File: src/rtl/sprite_pkg.sv
// Shared definitions for the sprite command scheduler: instruction codes, bus widths
// and the scheduler state type.
package sprite_pkg;

  localparam int INSTR_W = 4;
  localparam int DATA_W  = 23;

  localparam logic [INSTR_W-1:0] SPR_NOP        = 4'd0;
  localparam logic [INSTR_W-1:0] SPR_SET_SPRITE = 4'd1;
  localparam logic [INSTR_W-1:0] SPR_SET_X      = 4'd2;
  localparam logic [INSTR_W-1:0] SPR_SET_Y      = 4'd3;
  localparam logic [INSTR_W-1:0] SPR_SET_W      = 4'd4;
  localparam logic [INSTR_W-1:0] SPR_SET_H      = 4'd5;
  localparam logic [INSTR_W-1:0] SPR_SHIFT_X    = 4'd6;
  localparam logic [INSTR_W-1:0] SPR_SHIFT_Y    = 4'd7;
  localparam logic [INSTR_W-1:0] SPR_HIDE       = 4'd8;
  localparam logic [INSTR_W-1:0] SPR_SHOW       = 4'd9;
  localparam logic [INSTR_W-1:0] SPR_FRAME_END  = 4'd15;

  typedef enum logic {
    ST_IDLE,
    ST_DRAIN
  } state_e;

endpackage

File: src/rtl/sprite_cmd_fifo.sv
// Synchronous command FIFO with occupancy count; read data is the head entry
// (show-ahead), so a pop consumes the word presented on o_data.
module sprite_cmd_fifo #(
  parameter int WIDTH = 30,
  parameter int DEPTH = 16
) (
  input  logic                     i_clk,
  input  logic                     i_reset,
  input  logic                     i_push,
  input  logic [WIDTH-1:0]         i_data,
  input  logic                     i_pop,
  output logic [WIDTH-1:0]         o_data,
  output logic [$clog2(DEPTH):0]   o_level,
  output logic                     o_full,
  output logic                     o_empty
);

  localparam int AW = $clog2(DEPTH);
  localparam int LW = AW + 1;

  logic [WIDTH-1:0] r_mem [DEPTH];
  logic [AW-1:0]    r_wr_ptr;
  logic [AW-1:0]    r_rd_ptr;
  logic [LW-1:0]    r_level;
  logic             w_push_ok;
  logic             w_pop_ok;

  assign o_full    = (r_level == LW'(DEPTH));
  assign o_empty   = (r_level == '0);
  assign o_level   = r_level;
  assign o_data    = r_mem[r_rd_ptr];
  assign w_push_ok = i_push && !o_full;
  assign w_pop_ok  = i_pop && !o_empty;

  // NOTE: storage has no reset; occupancy is tracked by the pointers and level,
  // so stale contents are never observable and the array maps to plain RAM.
  always_ff @(posedge i_clk) begin
    if (w_push_ok) r_mem[r_wr_ptr] <= i_data;
  end

  // NOTE: sequential state uses non-blocking assignments so every register
  // samples pre-edge values regardless of statement order.
  always_ff @(posedge i_clk) begin
    if (i_reset) begin
      r_wr_ptr <= '0;
      r_rd_ptr <= '0;
      r_level  <= '0;
    end else begin
      if (w_push_ok) r_wr_ptr <= r_wr_ptr + 1'b1;
      if (w_pop_ok)  r_rd_ptr <= r_rd_ptr + 1'b1;
      if (w_push_ok && !w_pop_ok)      r_level <= r_level + 1'b1;
      else if (!w_push_ok && w_pop_ok) r_level <= r_level - 1'b1;
    end
  end

endmodule

File: src/rtl/sprite_command_scheduler.sv
// Buffers CPU sprite commands and replays them to the sprite controller bank only
// during vertical blanking; a FRAME_END entry ends the current batch.
module sprite_command_scheduler
  import sprite_pkg::*;
#(
  parameter int NUM_SPRITES = 8,
  parameter int SPRITE_ID_W = 3,
  parameter int DEPTH       = 16
) (
  input  logic                     i_clk,
  input  logic                     i_reset,
  input  logic                     i_cmd_valid,
  output logic                     o_cmd_ready,
  input  logic [SPRITE_ID_W-1:0]   i_cmd_sprite,
  input  logic [INSTR_W-1:0]       i_cmd_instruction,
  input  logic [DATA_W-1:0]        i_cmd_data,
  input  logic                     i_vblank,
  output logic [NUM_SPRITES-1:0]   o_sprite_write,
  output logic [INSTR_W-1:0]       o_sprite_instruction,
  output logic [DATA_W-1:0]        o_sprite_data,
  output logic                     o_busy,
  output logic [$clog2(DEPTH):0]   o_level,
  output logic                     o_drop_error
);

  localparam int ENTRY_W = SPRITE_ID_W + INSTR_W + DATA_W;

  state_e                  r_state;
  state_e                  w_state_next;
  logic                    r_vblank_d;
  logic [NUM_SPRITES-1:0]  r_sprite_write;
  logic [INSTR_W-1:0]      r_sprite_instruction;
  logic [DATA_W-1:0]       r_sprite_data;
  logic                    r_drop_error;

  logic                    w_full;
  logic                    w_empty;
  logic                    w_push;
  logic                    w_pop;
  logic [ENTRY_W-1:0]      w_head;
  logic [SPRITE_ID_W-1:0]  w_pop_id;
  logic [INSTR_W-1:0]      w_pop_instr;
  logic [DATA_W-1:0]       w_pop_data;
  logic                    w_id_ok;
  logic                    w_sprite_op;
  logic                    w_reserved_op;
  logic                    w_strobe;
  logic                    w_drop;
  logic [NUM_SPRITES-1:0]  w_onehot;

  assign o_cmd_ready = !w_full;
  assign w_push      = i_cmd_valid && o_cmd_ready;
  assign w_pop       = (r_state == ST_DRAIN) && i_vblank && !w_empty;

  sprite_cmd_fifo #(
    .WIDTH (ENTRY_W),
    .DEPTH (DEPTH)
  ) u_fifo (
    .i_clk   (i_clk),
    .i_reset (i_reset),
    .i_push  (w_push),
    .i_data  ({i_cmd_sprite, i_cmd_instruction, i_cmd_data}),
    .i_pop   (w_pop),
    .o_data  (w_head),
    .o_level (o_level),
    .o_full  (w_full),
    .o_empty (w_empty)
  );

  assign {w_pop_id, w_pop_instr, w_pop_data} = w_head;

  // NOP and FRAME_END are control entries and never depend on the sprite id.
  assign w_id_ok       = (32'(w_pop_id) < NUM_SPRITES);
  assign w_sprite_op   = (w_pop_instr >= SPR_SET_SPRITE) && (w_pop_instr <= SPR_SHOW);
  assign w_reserved_op = (w_pop_instr > SPR_SHOW) && (w_pop_instr < SPR_FRAME_END);
  assign w_strobe      = w_pop && w_sprite_op && w_id_ok;
  assign w_drop        = w_pop && (w_reserved_op || (w_sprite_op && !w_id_ok));
  assign w_onehot      = {{(NUM_SPRITES-1){1'b0}}, 1'b1} << w_pop_id;

  // NOTE: the next state is defaulted before the case so no path leaves it
  // unassigned, which would otherwise infer a latch.
  always_comb begin
    w_state_next = r_state;
    unique case (r_state)
      ST_IDLE: begin
        if (i_vblank && !r_vblank_d) w_state_next = ST_DRAIN;
      end
      ST_DRAIN: begin
        if (!i_vblank) w_state_next = ST_IDLE;
        else if (w_pop && (w_pop_instr == SPR_FRAME_END)) w_state_next = ST_IDLE;
      end
      default: w_state_next = ST_IDLE;
    endcase
  end

  always_ff @(posedge i_clk) begin
    if (i_reset) r_state <= ST_IDLE;
    else         r_state <= w_state_next;
  end

  // The VBlank history resets high so a blank already in progress at reset
  // release is not mistaken for a rising edge.
  always_ff @(posedge i_clk) begin
    if (i_reset) begin
      r_vblank_d           <= 1'b1;
      r_sprite_write       <= '0;
      r_sprite_instruction <= '0;
      r_sprite_data        <= '0;
      r_drop_error         <= 1'b0;
    end else begin
      r_vblank_d     <= i_vblank;
      r_sprite_write <= w_strobe ? w_onehot : '0;
      if (w_strobe) begin
        r_sprite_instruction <= w_pop_instr;
        r_sprite_data        <= w_pop_data;
      end
      if (w_drop) r_drop_error <= 1'b1;
    end
  end

  assign o_sprite_write       = r_sprite_write;
  assign o_sprite_instruction = r_sprite_instruction;
  assign o_sprite_data        = r_sprite_data;
  assign o_drop_error         = r_drop_error;
  assign o_busy               = (r_state == ST_DRAIN);

endmodule

File: config.mk
export PLATFORM = sky130hd
export DESIGN_NAME = sprite_command_scheduler
export DESIGN_NICKNAME = d
export VERILOG_FILES = /design/src/rtl/sprite_pkg.sv /design/src/rtl/sprite_cmd_fifo.sv /design/src/rtl/sprite_command_scheduler.sv
export SDC_FILE = /design/constraint.sdc
export NUM_CORES = 1
export LEC_CHECK = 0
export ABC_AREA = 0
export CELL_PAD_IN_SITES_DETAIL_PLACEMENT = 1
export CELL_PAD_IN_SITES_GLOBAL_PLACEMENT = 1
export CORE_UTILIZATION = 58
export DETAILED_ROUTE_END_ITERATION = 8
export MAX_ROUTING_LAYER = met4
export PLACE_DENSITY = 0.88
export SETUP_SLACK_MARGIN = 0.1
export SLEW_MARGIN = 10
export SYNTH_ARGS = -nofsm -noshare
export SYNTH_HDL_FRONTEND = slang
export SYNTH_SLANG_ARGS = --single-unit
export TNS_END_PERCENT = 10
File: constraint.sdc
create_clock -name i_clk -period 11.26 [get_ports i_clk]
set_input_delay 2.252 -clock i_clk [delete_from_list [all_inputs] [get_ports i_clk]]
set_output_delay 2.252 -clock i_clk [all_outputs]
set_load 0.02 [all_outputs]
## Word level (Yosys, flattened, before mapping)

Memory sizes are Yosys's and may differ from the RTL's. A register that Yosys moved wholly into a read port is not among the register bits.
Index checks and enable logic that the tools add are counted.

- Register bits: 51
- Latch bits: 0
- Bits in writable memories: 480
- Memory bits (read-only): 0
- Bits of input ports: 34
- Output and inout bits: 43
- Memories: 1

- $add $sub $neg: 4
- Multiply operators: 0
- Divide/modulo/power cells: 0
- Magnitude comparators: 4
- Eq/ne operators: 2
- Shift operators: 1
- Multiplexer cells: 10
- Bitwise logic cells: 2
- Reduce and logical (&&, ||, !) cells: 21

Memory list:

| name | depth | bits a word | rd ports | clocked after memory_dff | write ports | line | RTL |
|---|---|---|---|---|---|---|---|
| u_fifo.r_mem | 16 | 30 | 1 | 1 | 1 | sprite_cmd_fifo.sv:21 | `logic [WIDTH-1:0] r_mem [DEPTH];` |

Operators by type and width:

| operator | number |
|---|---|
| $logic_and A1 B1 Y1 | 13 |
| $mux W5 | 2 |
| $add A4 B1 Y4 const B | 2 |
| $mux W4 | 2 |
| $shl A1 B3 Y8 const A | 1 |
| $add A5 B1 Y5 const B | 1 |
| $eq A5 B5 Y1 const B | 1 |
| $logic_not A1 Y1 | 5 |
| $logic_not A5 Y1 | 1 |
| $mux W1 | 5 |
| $sub A5 B1 Y5 const B | 1 |
| $eq A4 B4 Y1 const B | 1 |
| $ge A4 B1 Y1 const B | 1 |
| $gt A4 B4 Y1 const B | 1 |
| $le A4 B4 Y1 const B | 1 |
| $lt A4 B4 Y1 const B | 1 |
| $not A1 Y1 | 2 |
| $pmux W1 S2 | 1 |
| $reduce_bool A2 Y1 | 1 |
| $reduce_or A2 Y1 | 1 |

## Depth between registers and ports, before layout

Gate-level depths: netlist of run 1.

- Word-level depth: 8
- Depth in mapped cells: 15

## Cells and area by module

Synthesis of run 1 repeated with hierarchy kept, for this count alone.

- Cell total of the unflattened synthesis: 1003
- Area, all modules: 20485.9 µm²

By module, submodules not included:

| module | times used | cells each | area an instance (µm²) | seq. area each (µm²) |
|---|---|---|---|---|
| sprite_cmd_fifo | 1 | 846 | 18865.6 | 14754.2 |
| sprite_command_scheduler | 1 | 157 | 1620.3 | 760.7 |

## Worst setup path after synthesis of run 1

OpenSTA, ideal clock, no wires.

- Path kind: input to register
- From: input port i_cmd_valid
- To: memory u_fifo.r_mem[3][0] (enable)
- Library setup time: 455 ps
- Arrival time: 4876 ps
- Path slack: 5929 ps
- Stages on the path: 4
- Buffers on the path: 1
- Cells stage by stage: and2_1 > clkbuf_1 > nand2_1 > nor3_1

- Cells in the longest elaborated chain, start to end: 4

RTL lines:

| what | line | RTL |
|---|---|---|
| start: declaration | sprite_command_scheduler.sv:12 | `input logic i_cmd_valid,` |
| $logic_and A1 B1 Y1 | sprite_command_scheduler.sv:52 | `assign w_push = i_cmd_valid && o_cmd_ready;` |
| $logic_and A1 B1 Y1 | sprite_cmd_fifo.sv:32 | `assign w_push_ok = i_push && !o_full;` |
| named net u_fifo.w_push_ok | sprite_cmd_fifo.sv:25 | `logic w_push_ok;` |
| $mux W1 | sprite_cmd_fifo.sv:38 | `if (w_push_ok) r_mem[r_wr_ptr] <= i_data;` |
| $mux W1 (implied by the code) | sprite_cmd_fifo.sv:38 |  |
| end: declaration | sprite_cmd_fifo.sv:21 |  |

The timed path passes the listed nets, and every way through them passes these cells.

## Worst setup path in the final report of run 1

- From: input port i_vblank
- To: register u_fifo.r_level[4] (netlist: u_fifo.o_level[4])

- Cells in the longest elaborated chain, start to end: 6
- Elaborated cells between the ends (all ways): 8
- Classes of those cells: mux: 1; reduce/logical: 7

RTL lines:

| what | line | RTL |
|---|---|---|
| start: declaration | sprite_command_scheduler.sv:17 | `input logic i_vblank,` |
| $logic_and A1 B1 Y1 (*) (2 in a row) | sprite_command_scheduler.sv:53 | `assign w_pop = (r_state == ST_DRAIN) && i_vblank && !w_empty;` |
| $logic_and A1 B1 Y1 (*) | sprite_cmd_fifo.sv:33 | `assign w_pop_ok = i_pop && !o_empty;` |
| $logic_not A1 Y1 | sprite_cmd_fifo.sv:51 | `if (w_push_ok && !w_pop_ok) r_level <= r_level + 1'b1;` |
| $logic_and A1 B1 Y1 | sprite_cmd_fifo.sv:51 |  |
| $mux W5 or $reduce_bool A2 Y1 (tied branches) | -- |  |
| end signal: assignment | sprite_cmd_fifo.sv:51 |  |
| end signal: assignment | sprite_cmd_fifo.sv:52 | `else if (!w_push_ok && w_pop_ok) r_level <= r_level - 1'b1;` |
| end: declaration | sprite_cmd_fifo.sv:24 | `logic [LW-1:0] r_level;` |

Every way passes the cells marked *; elsewhere a longest branch is shown, timed or not.
A chain may end at the register's enable or synchronous reset.

==> results of run 1 <==
==> where the power goes <==
group          total [W]  switching (W)  leakage, nW  internal [W]
Sequential       0.00226      0.0000329         4.78       0.00223
Clock            0.00170       0.000745        0.790      0.000955
Combinational   0.000370       0.000233         1.57      0.000137
==> per-stage QoR <==
| stage | area, sq um | instances | utilization [%] |
|---|---|---|---|
| floorplan | 20500 | 966 | - |
| global placement | 21800 | 1469 | 63.1 |
| detailed placement | 21800 | 1469 | 63.1 |
| CTS | 23500 | 1563 | 67.8 |
| global route | 23500 | 1564 | 67.8 |
| finish | 23500 | 1564 | 67.8 |
==> layout make-up <==
| class | count | area, sq um | share of cell area [%] |
|---|---|---|---|
| antenna | 1 | 2.50 | 0.0107 |
| clock buffer | 65 | 1410 | 6.01 |
| clock inverter | 29 | 224 | 0.953 |
| inverter | 10 | 37.5 | 0.160 |
| multi-input combinational | 363 | 4740 | 20.2 |
| sequential | 535 | 15500 | 66.1 |
| tap | 455 | 569 | 2.42 |
| timing repair buffer | 106 | 981 | 4.18 |
==> cells in the final DEF (no fill, tap or decap), types with 3 or more instances in the layout <==
cell / n
nand2b_1: 3
clkinv_1: 10
nor2b_1: 4
clkdlybuf4s50_1: 75
clkbuf_16: 53
xor2_1: 6
xnor2_1: 3
nand4_1: 28
nor3_2: 3
nor2_1: 31
bufinv_16: 3
clkinv_2: 9
buf_4: 30
clkbuf_1: 8
dfxtp_1: 52
a21oi_1: 36
and2_1: 4
clkbuf_8: 4
nor2_4: 12
clkinvlp_4: 5
edfxtp_1: 480
mux4_1: 4
mux4_2: 142
nand2_1: 21
o31ai_1: 25
a22oi_1: 4
ha_1: 9
inv_1: 10
==> logic make-up after synthesis <==
| logic type | after synthesis | share of synthesized area [%] |
|---|---|---|
| AOI/OAI and AO/OA | 76 | 2.34 |
| xor gates and xnor gates | 9 | 0.385 |
| adders and majority gates | 10 | 0.648 |
| buffers and inverters | 68 | 1.60 |
| DFF | 535 | 75.8 |
| muxes | 146 | 16.1 |
| and+or+nand+nor | 122 | 3.05 |
==> state kept, by name, summed over array words and instances, names as in the netlist, named ones only <==
signal                flops
o_busy                    1
o_sprite_instruction      4
o_sprite_data            23
u_fifo.o_level            5
u_fifo.r_mem            480
o_sprite_write            8
u_fifo.r_wr_ptr           4
o_drop_error              1
r_vblank_d                1
u_fifo.r_rd_ptr           4
==> synthesized netlist by cell type, types with 4 or more instances <==
| master | count | area share (%) |
|---|---|---|
| edfxtp_1 | 480 | 70 |
| mux4_2 | 142 | 16 |
| dfxtp_1 | 55 | 5.4 |
| nor2_1 | 44 | 0.81 |
| a21oi_1 | 36 | 0.88 |
| clkbuf_1 | 31 | 0.57 |
| nand4_1 | 28 | 0.86 |
| o31ai_1 | 25 | 0.92 |
| nand2_1 | 21 | 0.39 |
| buf_2 | 19 | 0.46 |
| inv_1 | 10 | 0.18 |
| ha_1 | 9 | 0.55 |
| nor3_1 | 6 | 0.15 |
| xor2_1 | 6 | 0.26 |
| a22oi_1 | 4 | 0.15 |
| and2_1 | 4 | 0.12 |
| buf_6 | 4 | 0.22 |
| mux4_1 | 4 | 0.51 |
| nor2b_1 | 4 | 0.12 |
==> layer usage <==
layer / vias to the layer above / wire (microns) / global-route usage [%]
met5: - / 0 / -
met2: 730 / 26600 / 50.3
li1: 4231 / - / -
met4: 0 / 2010 / 12.0
met1: 5665 / 20400 / 41.6
met3: 153 / 4840 / 6.86
==> worst max-delay path: cells and delay by family <==
family          cells  cell delay, ps
fa+ha+maj           2             580
compound gates      2             360
buf+inv             5            1260
simple gates        4             650
xor+xnor            1             140
==> worst max path at each step <==
stage / start / to / slack, ps / cells after the start
after floorplan: i_cmd_valid / u_fifo.r_mem[3][0] / 5930 / 4
after global placement: i_cmd_valid / u_fifo.r_mem[3][25] / 6080 / 5
after detailed placement: i_cmd_valid / u_fifo.r_mem[3][19] / 5850 / 5
after CTS: i_cmd_valid / u_fifo.r_mem[3][19] / 6340 / 5
after global routing: i_vblank / u_fifo.o_level[4] / 6320 / 14
final: i_vblank / u_fifo.o_level[4] / 6430 / 14
==> summary.txt, run 1 <==
Setup crit end kind: flip-flop
CP dominant cell by count: inv_1
Post-Syn Area: 0.0205 sq mm
Initial DRC Count: 1478
Worst-case reg-to-reg path depth: 6
Final Hold Viols: 0
Initial Utilization: 59.1%
Cell Pwr Density: 184 mW/mm^2
Cell row count: 68
Mapped Cells: 966
Synthesized area per cell: 21.2 sq um
Sequential share of the synthesized area: 75.8%
Postcts setup bufs: 0
Synthesis-stage register bit count: 535
Initial antenna violation count: 1
Nets@finish: 1112
Top_reg_cell synth: edfxtp_1
CP Class: in -> reg
Slew margin rel.: 23.0%
F_max: 207 MHz
Status: finished clean
Syn nets: 1010
Ys async rst share: 0%
CP Max Fanout: 34
Yosys warning total: 0
Final TNS setup: 0 ps
HPWL after detailed placement: 28.3 mm
Final global-route overflow total: 0
Pre-Repair DR Iteration Count: 5
Final Wtd Congestion: 0.763
Drt wl/cell: 34.4 microns
Via/cell ratio: 6.89
DRC violations left: 0
Hold depth: 2
Fin. max-slew vios: 0
Pleak: 7.14 nW
TritonCTS clock tree: done
Final-layout fill cell count: 2739
CTS max path bufs: 3
Crit path time final: 4830 ps
Crit-path slowest cell: clkdlybuf4s50_1
Reg2reg setup slack: 6840 ps
Die height: 190 microns
Hold WC Path Type: reg -> reg
Dpl ws: 5850 ps
Die X: 190 microns
Total power after layout: 0.00433 W
Setup violation total in the final timing report: 0
Area growth syn-to-layout: 14.8%
CTS buffer count: 52
Die area: 0.0360 sq mm
IO Count: 77
Hold-critical path endpoint: o_drop_error
Core area: 0.0346 sq mm
Peak supply drop: 126 uV
Max Cap Viol: 0
Sink Count: 535
Worst setup SP type: input pin
Worst Skew: 17.0 ps
Worst setup margin: 6430 ps
Via count: 10800
Library cells used by synthesis: 43
Arrival @ worst endpoint: 5250 ps
Fin Hold WS: 479 ps
Largest net degree at the start of global routing: 78
Critical Path RT: 11670 ps
# H-tree levels: 2
Count of input and output buffers: 76
Final worst path period share: 42.9%
Skew-Pair Late Insertion Delay: 570 ps
HP Start: o_drop_error
Crit path largest cell delay: 460 ps
Clock slew at reported path FFs: 60 ps
Vias in the first global route: 11300
First-pass GRT wire length: 78.2 mm
Worst-path cell chain: clkdlybuf4s50_1 -> inv_1 -> nor2_2 -> buf_4 -> inv_1 -> ha_1 -> inv_1 -> ha_1 -> nor2b_1 -> o21a_1 -> or3_1 -> a21oi_1 -> xnor2_1 -> nor2_1
Layout cell share with drive strength beyond 1: 24.9%
Antenna-violating nets left: 0
Gr usage total: 32.0%
R2R Path End: o_sprite_write[0]
Post-cts resize count: 0
RSZ-0062 raised after global routing: false
CTS Root Cell: clkbuf_16
EDFF count, synth: 480
CTS Hold Bufs: 0
Routed wire length: 53.8 mm
Pin slew with the least headroom to its limit: 1150 ps
(Power assumes the default switching activity.)
==> run 2: changes to the inputs <==
- CORE_UTILIZATION: 58 -> 48
- PLACE_DENSITY: 0.88 -> 0.78
- clock period: 11.26 -> 4.3 ns (I/O delays scaled with it)
==> run 2 against run 1 <==
Sequential power grew to 2.6 times the previous value. Non-clock buffer count grew 3. Via count shrank 5.2%. Highest routed layer unchanged. Combinational power grew to 2.5 times the previous value. Clock power grew to 2.7 times the previous value. Largest cell class unchanged. Worst setup slack lost 5300 ps. Final area grew 1.0%. Hold slack lost 0.95 ps. Largest power group unchanged.
==> summary.txt, run 2 (same netlist as run 1, synthesis figures left out) <==
Status: finished clean
Gr usage total: 24.5% (-7.5 points)
Worst setup SP type: flip-flop
Final-layout fill cell count: 3582 (+31%)
Slew margin rel.: 41.0% (+18 points)
Sink Count: 535 (unchanged)
DP Area: 0.0220 sq mm (+0.93%)
Worst setup margin: 1100 ps (-5320 ps)
Reg power frac: 52.0% (-0.2 points)
Initial antenna violation count: 0 (-1)
Postcts setup bufs: 0 (unchanged)
Dpl ws: 824 ps (-5030 ps)
Layout cell share with drive strength beyond 1: 24.6% (-0.27 points)
Worst Skew: 35.0 ps (+18.0 ps)
Fin. max-slew vios: 0 (unchanged)
Pre-Repair DR Iteration Count: 5 (unchanged)
Via count: 10200 (-5.2%)
Die height: 208 microns (+9.8%)
Largest net degree at the start of global routing: 76 (-2.6%)
Layout Cell Area excl Fill: 0.0237 sq mm (+1.0%)
Cell row count: 75 (+10%)
Clock slew at reported path FFs: 60 ps (about the same)
Nets@finish: 1116 (+0.36%)
CTS Hold Bufs: 0 (unchanged)
HPWL after detailed placement: 27.8 mm (-1.7%)
Final Wtd Congestion: 0.786 (+3.0%)
Pleak: 7.20 nW (+0.83%)
CTS max path bufs: 3 (unchanged)
Most frequent cells in the layout: edfxtp_1, mux4_2, clkdlybuf4s50_1, clkbuf_16, dfxtp_1
Logic pwr share: 8.3% (-0.3 points)
Core area: 0.0419 sq mm (+21%)
Critical Path RT: 4740 ps (-6930 ps)
CP Max Fanout: 30 (-12%)
Cell Pwr Density: 479 mW/mm^2 (+160%)
Final TNS setup: 0 ps (unchanged)
CTS Root Cell: clkbuf_16
Peak supply drop: 328 uV (+160%)
Int Power: 0.00878 W (+160%)
Final worst path period share: 74.3%
Initial Utilization: 48.8% (-10 points)
TritonCTS clock tree: done
Ant. Diodes: 0 (-1)
Arrival @ worst endpoint: 3640 ps (-1610 ps)
First-pass GRT wire length: 73.8 mm (-5.7%)
CP Class: reg -> reg
Final Hold Viols: 0 (unchanged)
Routed wire length: 49.8 mm (-7.5%)
Area of the multi-input gates: 0.00473 sq mm (-0.16%)
Drt wl/cell: 30.1 microns (-13%)
Setup crit end kind: flip-flop
Setup violation total in the final timing report: 0 (unchanged)
Initial DRC Count: 994 (-33%)
F_max: 313 MHz
CTS buffer count: 53 (+1.9%)
# H-tree levels: 2 (unchanged)
Count of input and output buffers: 76 (unchanged)
Flip-flop count of the largest register after layout: 480 (unchanged)
Antenna-violating nets left: 0 (unchanged)
Crit path time final: 3200 ps
Pin slew with the least headroom to its limit: 885 ps (-269 ps)
Reg area: 0.0155 sq mm (unchanged)
Post-Layout Cell Count: 1655 (+5.8%)
Commonest non-fill, non-tap cell in the layout: edfxtp_1
Largest reg by FF count: u_fifo.r_mem
Die area: 0.0435 sq mm (+21%)
Skew-Pair Late Insertion Delay: 600 ps (+30 ps)
Hold WC Path Type: reg -> reg
Switching power: 0.00257 W (+150%)
Die X: 208 microns (+9.8%)
Via/cell ratio: 6.18 (-10%)
IO Count: 77 (unchanged)
Switching share of power: 22.7% (-0.68 points)
Vias in the first global route: 11200 (-1.2%)
DRC violations left: 0 (unchanged)
Clock group share of total power: 39.7% (+0.5 points)
Dpl cells: 1556 (+5.9%)
Total power after layout: 0.0114 W (+160%)
Post-cts resize count: 0 (unchanged)
Max Cap Viol: 0 (unchanged)
RSZ-0062 raised after global routing: false
Final global-route overflow total: 0 (unchanged)
Area growth syn-to-layout: 16.0%
-- run 2: worst max-delay path: stages, from the launching register on --
cell	delay (ps)
dfxtp_4	760
mux4_2	610
a22oi_1	310
nand2_1	260
or4_1	470
buf_4	290
nand4_1	210
a21oi_1	100
-- run 2: stage by stage --
stage / util, % / hold WS (ps)
floorplan: - / 468
global placement: 52.6 / 448
detailed placement: 52.6 / 468
CTS: 56.6 / 477
global route: 56.6 / 508
finish: 56.6 / 478
-- run 2: worst paths after layout --
path | startpoint | end | slack (ps) | cells past startpoint
worst max-delay path | flip-flop | o_sprite_data[15] | 1100 | 7
worst min-delay path | o_sprite_instruction[0] | o_sprite_instruction[0] | 480 | 2
worst max register to register | flip-flop | o_sprite_data[15] | 1100 | 7
worst min register to register | o_sprite_instruction[0] | o_sprite_instruction[0] | 480 | 2
-- run 2: power by group through the flow --
stage | Combinational (W) | Sequential (W) | Clock, W
3_3_place_gp | 0.000911 | 0.00601 | 0
3_5_place_dp | 0.000945 | 0.00602 | 0
5_1_grt | 0.00101 | 0.00592 | 0.00476
6_report | 0.000940 | 0.00591 | 0.00451
4_1_cts | 0.000950 | 0.00591 | 0.00459
2_1_floorplan | 0.000522 | 0.00602 | 0
-- run 2: area by class of cell --
type	instances	share of cell area, %
Inverter	10	0.158
Sequential cell	535	65.4
Clock inverter	26	1.02
Tap cell	539	2.84
Timing Repair Buffer	109	4.54
Clock buffer	73	6.08
Multi-Input combinational cell	363	19.9
-- run 2: layer usage --
layer  wire, microns  GRT usage, %  share of wire, %
met2           24900          39.0                50
met1           19500          31.3                39
met5               0             -                 0
met3            3790          5.30               7.6
met4            1540          8.38               3.1
==> run 3: changes to the inputs <==
- CORE_UTILIZATION: 48 -> 54
- PLACE_DENSITY: 0.78 -> 0.83
- clock period: 4.3 -> 3.3 ns (I/O delays scaled with it)
==> run 3 against run 2 <==
Core utilization up 8.4 points. Clock power up 38%. Combinational power up 38%. Cell count down 1.0%.
==> summary.txt, run 3 (same netlist as run 1, synthesis figures left out) <==
Reg2reg setup slack: 310 ps (-800 ps)
Most crowded layer after global routing: met2
Final-layout fill cell count: 3026 (-16%)
Area growth syn-to-layout: 17.4%
Most frequent cells in the layout: edfxtp_1, mux4_2, clkdlybuf4s50_1, clkbuf_16, dfxtp_1
CTS Hold Bufs: 0 (unchanged)
Die X: 197 microns (-5.7%)
Layout cell share with drive strength beyond 1: 26.9% (+2.3 points)
Arrival @ worst endpoint: 3450 ps (-190 ps)
Setup violation total in the final timing report: 0 (unchanged)
Flip-flop count of the largest register after layout: 480 (unchanged)
HPWL after detailed placement: 29.0 mm (+4.0%)
Setup crit end kind: flip-flop
Hold WC Path Type: reg -> reg
Commonest non-fill, non-tap cell in the layout: edfxtp_1
Dpl cells: 1536 (-1.3%)
Pleak: 7.39 nW (+2.6%)
Worst Skew: 23.1 ps (-11.9 ps)
Reg area: 0.0155 sq mm (about the same)
Initial antenna violation count: 2 (+2)
Antenna-violating nets left: 0 (unchanged)
Sink Count: 535 (unchanged)
First-pass GRT wire length: 75.1 mm (+1.9%)
CTS buffer count: 53 (unchanged)
Drt wl/cell: 31.4 microns (+4.6%)
Crit path time final: 2990 ps (-201 ps)
Clock slew at reported path FFs: 60 ps (about the same)
CP Class: reg -> reg
Final global-route overflow total: 0 (unchanged)
Slew margin rel.: 53.5% (+13 points)
# H-tree levels: 2 (unchanged)
IO Count: 77 (unchanged)
Hold depth: 2 (unchanged)
Nets@finish: 1131 (+1.3%)
Skew-Pair Late Insertion Delay: 600 ps (about the same)
Vias in the first global route: 11200 (unchanged)
Via count: 10400 (+2.2%)
CP Max Fanout: 19 (-37%)
Gr usage total: 28.6% (+4.1 points)
Initial Utilization: 55.4% (+6.6 points)
Final Hold Viols: 0 (unchanged)
Met2 Usage GRT: 47.5% (+8.5 points)
Hold-critical path endpoint: o_sprite_data[2]
Routed wire length: 51.5 mm (+3.5%)
Final worst path period share: 90.7% (+16 points)
Worst-case reg-to-reg path depth: 7 (unchanged)
Die area: 0.0387 sq mm (-11%)
Postcts setup bufs: 0 (unchanged)
Largest net degree at the start of global routing: 89 (+17%)
Met3 GRT Util: 5.24% (-0.062 points)
Count of input and output buffers: 76 (unchanged)
Post-Layout Cell Count: 1638 (-1.0%)
Final Wtd Congestion: 0.782 (-0.47%)
Final core utilization: 65.0% (+8.4 points)
Pre-Repair DR Iteration Count: 5 (unchanged)
Peak supply drop: 603 uV (+84%)
Cell Pwr Density: 634 mW/mm^2 (+33%)
Core area: 0.0370 sq mm (-12%)
Cell row count: 70 (-6.7%)
Post-cts resize count: 0 (unchanged)
Max Cap Viol: 0 (unchanged)
CTS Root Cell: clkbuf_16
Initial DRC Count: 986 (-0.80%)
Pin slew with the least headroom to its limit: 697 ps (-188 ps)
Status: finished clean
Via/cell ratio: 6.37 (+3.2%)
Die height: 197 microns (-5.7%)
Critical Path RT: 3750 ps (-990 ps)
Area of the multi-input gates: 0.00475 sq mm (+0.29%)
CTS max path bufs: 3 (unchanged)
Largest reg by FF count: u_fifo.r_mem
R2R Path End: o_sprite_data[8]
HP Start: o_sprite_data[2]
TritonCTS clock tree: done
F_max: 334 MHz (+6.7%)
RSZ-0062 raised after global routing: false
DRC violations left: 0 (unchanged)
Fin. max-slew vios: 0 (unchanged)
Total power after layout: 0.0152 W (+34%)
Met1 Usage GRT: 35.3% (+4.0 points)
Worst setup SP type: flip-flop
[run 3: cell types whose count changed in the layout (fill, tap and decap cells not counted), moves of 2 or more]
| cell | before | now |
|---|---|---|
| buf_12 | 6 | 11 |
| bufinv_16 | 4 | 6 |
| clkinv_2 | 8 | 14 |
| clkbuf_8 | 2 | 8 |
| diode_2 | 0 | 2 |
| buf_4 | 27 | 37 |
| clkinvlp_4 | 3 | 1 |
| clkbuf_1 | 17 | 12 |
| clkinv_1 | 9 | 1 |
[run 3: power by group]
group          internal [W]  switching, W
sequential          0.00760      0.000100
clock               0.00371       0.00253
combinational      0.000512      0.000784
[run 3: worst max path at each step]
stage	from	to	slack (ps)	cells past startpoint
final	flip-flop	o_sprite_data[8]	310	7
after global routing	u_fifo.o_level[0]	u_fifo.o_level[4]	150	13
after CTS	flip-flop	o_sprite_data[8]	300	7
after detailed placement	i_vblank	u_fifo.o_level[4]	80	13
after global placement	i_vblank	u_fifo.o_level[4]	200	13
after floorplan	u_fifo.o_level[0]	u_fifo.r_mem[0][0]	-590	6
[run 3: per-stage QoR]
stage               setup WS [ps]  hold WS, ps  area [sq um]  setup TNS (ps)
floorplan                    -592          468         20500          -53160
global placement              197          462         22200               0
detailed placement           81.3          466         22200               0
CTS                           301          478         24000               0
global route                  146          496         24000               0
finish                        306          475         24000               0
[run 3: layout make-up]
type / instances / share of cell area (%)
Timing Repair Buffer: 124 / 5.22
Inverter: 10 / 0.156
Multi-Input combinational cell: 363 / 19.8
Antenna cell: 2 / 0.0208
Tap cell: 504 / 2.63
Clock buffer: 75 / 6.38
Sequential cell: 535 / 64.6
Clock inverter: 25 / 1.21
[run 3: worst max-delay path, cell delays in order, from the launching register on]
cell and delay (ps):
dfxtp_4 620, mux4_2 580, nand2_1 110, nand4_1 340, or4_1 640, buf_4 260
nand4_1 150, a21oi_1 120
[run 3: layer usage]
metal / vias up / routed length, microns
met4: 0 / 1730
met3: 128 / 3440
li1: 4285 / -
met2: 497 / 26400
met5: - / 0
met1: 5532 / 19900
